$ cat config.mk
export PLATFORM = sky130hd
export DESIGN_NAME = pito_irq_router
export DESIGN_NICKNAME = d
export VERILOG_FILES = /design/src/rtl/pito_irq_router.sv
export SDC_FILE = /design/constraint.sdc
export NUM_CORES = 2
export LEC_CHECK = 0
export CORE_AREA = 2 2 482 245
export DETAILED_ROUTE_END_ITERATION = 12
export DIE_AREA = 0 0 484 247
export PLACE_DENSITY = 0.86
export RECOVER_POWER = 25
export SLEW_MARGIN = 5
export SYNTH_ARGS = -nofsm -noshare
export SYNTH_HDL_FRONTEND = slang
export SYNTH_SLANG_ARGS = --single-unit
$ cat constraint.sdc
create_clock -name clk -period 11.2 [get_ports clk]
set_input_delay 2.24 -clock clk [delete_from_list [all_inputs] [get_ports clk]]
set_output_delay 2.24 -clock clk [all_outputs]
set_load 0.01 [all_outputs]
$ cat src/rtl/pito_irq_router.sv
// pito_irq_router: routes {hart_id, data} events from N_SRC producers into
// per-hart FIFOs. Each hart has a round-robin arbiter over its requesters,
// a level pending flag, the head payload, an ack-driven pop, a sticky
// overflow flag (drop mode) and a shared sticky bad_hart flag.
module pito_irq_router #(
  parameter int NUM_HARTS    = 8,
  parameter int N_SRC        = 8,
  parameter int DATA_W       = 32,
  parameter int Q_DEPTH      = 4,
  parameter int DROP_ON_FULL = 0,
  parameter int HART_W       = (NUM_HARTS > 1) ? $clog2(NUM_HARTS) : 1
) (
  input  logic                                    clk,
  input  logic                                    rst,
  input  logic [N_SRC-1:0]                        src_valid,
  input  logic [N_SRC*HART_W-1:0]                 src_hart_id,
  input  logic [N_SRC*DATA_W-1:0]                 src_data,
  output logic [N_SRC-1:0]                        src_ready,
  output logic [NUM_HARTS-1:0]                    irq_pending,
  output logic [NUM_HARTS*DATA_W-1:0]             irq_data,
  input  logic [NUM_HARTS-1:0]                    irq_ack,
  output logic [NUM_HARTS*($clog2(Q_DEPTH)+1)-1:0] irq_count,
  output logic [NUM_HARTS-1:0]                    irq_overflow,
  input  logic [NUM_HARTS-1:0]                    ovf_clr,
  output logic                                    bad_hart
);

  localparam int PW = $clog2(Q_DEPTH);
  localparam int CW = PW + 1;
  localparam int SW = (N_SRC > 1) ? $clog2(N_SRC) : 1;
  localparam logic [HART_W:0] NH_LIM = (HART_W+1)'(NUM_HARTS);

  logic [HART_W-1:0] hid       [N_SRC];
  logic [DATA_W-1:0] sdat      [N_SRC];
  logic [N_SRC-1:0]  bad_req;

  logic [SW-1:0]     rr_ptr    [NUM_HARTS];
  logic [PW-1:0]     wp        [NUM_HARTS];
  logic [PW-1:0]     rp        [NUM_HARTS];
  logic [CW-1:0]     cnt       [NUM_HARTS];
  logic [DATA_W-1:0] mem       [NUM_HARTS][Q_DEPTH];

  logic [NUM_HARTS-1:0] gnt, full, push, pop, drop;
  logic [SW-1:0]        gnt_src   [NUM_HARTS];
  logic [DATA_W-1:0]    push_data [NUM_HARTS];

  // Unpack source fields and flag requests addressed to nonexistent harts
  always_comb begin
    for (int unsigned s = 0; s < N_SRC; s++) begin
      hid[s]     = src_hart_id[s*HART_W +: HART_W];
      sdat[s]    = src_data[s*DATA_W +: DATA_W];
      bad_req[s] = src_valid[s] && ({1'b0, hid[s]} >= NH_LIM);
    end
  end

  // Per-hart round-robin search starting at rr_ptr; full uses pre-pop count
  always_comb begin
    int unsigned idx;
    idx = 0;
    for (int unsigned h = 0; h < NUM_HARTS; h++) begin
      gnt[h]     = 1'b0;
      gnt_src[h] = '0;
      full[h]    = (cnt[h] == CW'(Q_DEPTH));
      for (int unsigned i = 0; i < N_SRC; i++) begin
        idx = (32'(rr_ptr[h]) + i) % N_SRC;
        if (!gnt[h] && src_valid[idx] && (hid[idx] == HART_W'(h))) begin
          gnt[h]     = 1'b1;
          gnt_src[h] = SW'(idx);
        end
      end
      push[h]      = gnt[h] && !full[h];
      drop[h]      = gnt[h] && full[h] && (DROP_ON_FULL != 0);
      pop[h]       = irq_ack[h] && (cnt[h] != '0);
      push_data[h] = sdat[gnt_src[h]];
    end
  end

  // Handshake: bad-hart requests always consumed, winners consumed unless stalled
  always_comb begin
    src_ready = '0;
    if (!rst) begin
      for (int unsigned s = 0; s < N_SRC; s++)
        src_ready[s] = bad_req[s];
      for (int unsigned h = 0; h < NUM_HARTS; h++)
        if (gnt[h] && (!full[h] || (DROP_ON_FULL != 0)))
          src_ready[gnt_src[h]] = 1'b1;
    end
  end

  // Queue pointers, occupancy, arbiter pointers and sticky flags
  always_ff @(posedge clk or posedge rst) begin
    if (rst) begin
      for (int unsigned h = 0; h < NUM_HARTS; h++) begin
        rr_ptr[h] <= '0;
        wp[h]     <= '0;
        rp[h]     <= '0;
        cnt[h]    <= '0;
      end
      irq_overflow <= '0;
      bad_hart     <= 1'b0;
    end else begin
      for (int unsigned h = 0; h < NUM_HARTS; h++) begin
        if (push[h]) wp[h] <= wp[h] + 1'b1;
        if (pop[h])  rp[h] <= rp[h] + 1'b1;
        cnt[h] <= cnt[h] + CW'(push[h]) - CW'(pop[h]);
        if (gnt[h])
          rr_ptr[h] <= (gnt_src[h] == SW'(N_SRC-1)) ? '0 : gnt_src[h] + 1'b1;
        if (drop[h])         irq_overflow[h] <= 1'b1;
        else if (ovf_clr[h]) irq_overflow[h] <= 1'b0;
      end
      if (|bad_req) bad_hart <= 1'b1;
    end
  end

  // Payload storage; contents are only visible while count is non-zero
  always_ff @(posedge clk) begin
    for (int unsigned h = 0; h < NUM_HARTS; h++)
      if (push[h]) mem[h][wp[h]] <= push_data[h];
  end

  // Per-hart status outputs: head payload muxed by read pointer
  always_comb begin
    for (int unsigned h = 0; h < NUM_HARTS; h++) begin
      irq_pending[h]               = (cnt[h] != '0);
      irq_data[h*DATA_W +: DATA_W] = (cnt[h] != '0) ? mem[h][rp[h]] : '0;
      irq_count[h*CW +: CW]        = cnt[h];
    end
  end

endmodule

==> results.md <==
- Status: finished with violations
- Failing checks: max-capacitance violations, max-slew violations
- Die Ht: 247 um
- Tcrit/Tclk final: 0.977
- Post-synthesis sequential area ratio: 0.447
- CTS tree: built
- Worst path slowest cell: o21ai_0
- Initial antenna violation count: about 100
- Wire length per cell: 36.6 um
- Vias in the first global route: approximately 53,000
- Avg Vias per Cell: 7.57
- DP HPWL: 192 mm
- Core Area: 116,000 um^2
- Commonest cells after routing, fill and taps aside: mux2i_1 (1,120), edfxtp_1 (1,024), clkdlybuf4s50_1 (355)
- DRC viols: 0
- Fin Clk Skew: 0.0448 ns
- # clock sinks: between 1,000 and 1,500
- Nets@finish: 6,203
- CP Launch Type: input port
- Cts hold-fix bufs: 0
- CP startpoint: src_hart_id[22]
- Fin. max-slew vios: approximately 710
- CP bufs+invs: 3
- Distinct cells, synth: 127
- Peak fanout along the critical path: 18
- Vias after detailed routing: between 50,000 and 60,000
- Iter 0 DRT Violations: 10,787
- CP max stage delay: 1.49 ns
- Die area: 120,000 um^2
- CP endpoint kind: primary output
- Cell area after synthesis: 73,200 um^2
- Ranking of synthesized cells by area: edfxtp_1 (42%), mux2i_1 (15%), mux4_2 (10%), mux2_2 (5.1%), dfrtp_1 (2.7%)
- Placed Instance Area: 79,400 um^2
- Critical path depth: 12
- Top FF cell, synth: edfxtp_1
- Std-Cell Rows: 89
- Post-synth EDFFs: 1,024
- Fin crit period: between 10 and 15 ns
- WS Path Type: input port to primary output
- GR Overflow Total: 0
- Clock root buffer master: clkbuf_16
- Share of the synthesized area in the top cell type: 0.420
- Largest net degree at the start of global routing: 129
- Crit path DAT: 8.70 ns
- IO buf count: 593
- WHS: 0.532 ns
- Starting Density: 0.631
- Final Setup Violations: 0
- Area grow syn2layout: 13.2%
- Most common cell after layout, fill and taps aside: mux2i_1
- Gp weighted congestion: 1.09
- Layout cells sized above 1: 0.186
- Post-synth ARST share: 0.0725
- Post-CTS setup buffers: 0
- R2R Setup Slk: 2.31 ns
- Cell accounting for the most synthesized area: edfxtp_1
- Worst R2R End: mem[0][45]
- H-tree levels: 3
- Avg Inst Size Synth: 13.0 um^2
- Worst EP required: 8.96 ns
- Drt first pass iters: 9
- First-pass GRT wire length: a little under 400 mm
- Cts bufs inserted: 96
- FF-to-FF Start: rr_ptr[22]
- Ports: roughly 610
- Worst Hold Class: register to register
- Mapped Cells: 5,612
- # resized after CTS: 0
- Detailed Route WL: 277 mm
- CTS max path bufs: 3
- Die X: 484 um
- Max Fclk: 0.0914 GHz
- Yosys reg bits: 1,104
- Pre-CTS WS: 1.27 ns
- Post-route cell area: 82,900 um^2
- Final hold viol count: 0
- Synth warn: 0
- Worst-path clk slew: 0.07 ns
- Crit path to: src_ready[4]
- RSZ-0062 raised after global routing: no
- Crit-path leading delay family: compound AO/OA/AOI/OAI gates
- Total GRT Usage: 0.451
- Worst slew margin: -1.72
- FF-to-FF path depth: 11
- Cell chain of the critical path: dlygate4sd3_1 > buf_4 > nor3_1 > o31a_1 > a32oi_1 > a32oi_2 > or4b_2 > o21ai_0 > nor3b_1 > a211oi_1 > a41oi_1 > clkdlybuf4s50_1
- Detail Route Antenna Nets: 0
- Worst-margin pin slew: 4.08 ns
- Total negative slack: 0 ns
- Clk_lat worst skew: 0.75 ns
- Setup ws final: 0.257 ns
- Max-cap viol count: 24
==> flip-flops by register name, indices dropped and copies added (netlist names), named ones only <==
signal and cells:
irq_count 24, mem 1024, rp 16, rr_ptr 19, wp 16
==> how the worst min path moves through the flow <==
stage                       from      to  slack [ns]  cells past startpoint
after floorplan           wp[12]  wp[12]        0.50                      1
after global placement    wp[12]  wp[12]        0.52                      1
after detailed placement  wp[12]  wp[12]        0.52                      1
after CTS                 wp[12]  wp[12]        0.53                      1
after global routing      wp[14]  wp[14]        0.56                      1
final                     wp[12]  wp[12]        0.53                      1
==> cell type report <==
cell class | count | area (um^2)
Sequential cell | 1104 | 32800
Clock inverter | 49 | 621
Fill cell | 7646 | 33200
Inverter | 103 | 390
Multi-Input combinational cell | 3783 | 37300
Clock buffer | 128 | 2620
Tap cell | 1547 | 1940
Timing Repair Buffer | 731 | 6960
Antenna cell | 115 | 288
==> synthesized netlist by cell type (72+ instances only) <==
| library cell | count |
|---|---|
| mux2i_1 | 1120 |
| edfxtp_1 | 1024 |
| mux4_2 | 340 |
| mux2_2 | 334 |
| and2_1 | 309 |
| clkbuf_1 | 295 |
| buf_2 | 199 |
| a211oi_1 | 149 |
| o21a_1 | 138 |
| nand2_1 | 110 |
| nor2_1 | 98 |
| a21oi_1 | 97 |
| inv_1 | 86 |
| dfrtp_1 | 80 |
| o22ai_1 | 77 |
| o21ai_0 | 72 |
==> worst register-to-register path: cells and delay by family, from the launching register on <==
family,cells,cell delay [ns]
muxes,3,1.37
adders and majority gates,1,0.83
buffers and inverters,3,4.15
DFF,1,0.90
AOI/OAI and AO/OA,4,1.34
==> kinds of logic (layout without fill, tap and decap cells) <==
family,after synthesis,count (layout),share of synthesized area
buf+inv,733,1011,0.0473
other cells,1,124,0.0000512
mux,1809,1809,0.312
simple gates,969,969,0.0826
fa+ha+maj,78,78,0.0142
flops,1104,1104,0.447
xor+xnor,77,77,0.00947
compound gates,841,841,0.0872
==> stage by stage <==
stage | utilization | std cells
5_1_grt | 0.713 | 7505
3_3_place_gp | 0.684 | 7266
6_report | 0.714 | 7560
4_1_cts | 0.712 | 7443
2_1_floorplan | - | 5620
3_5_place_dp | 0.684 | 7266
==> metal layers <==
metal,GRT usage,vias up,wire (um)
li1,-,22591,-
met1,0.614,28245,98900
met2,0.576,5363,106000
met3,0.243,962,55100
met4,0.214,48,15500
met5,0.0451,-,1040
Power is left out: the tool's default activity adds up to more than one toggle a clock period on the data nets, which glitch-free logic cannot reach.
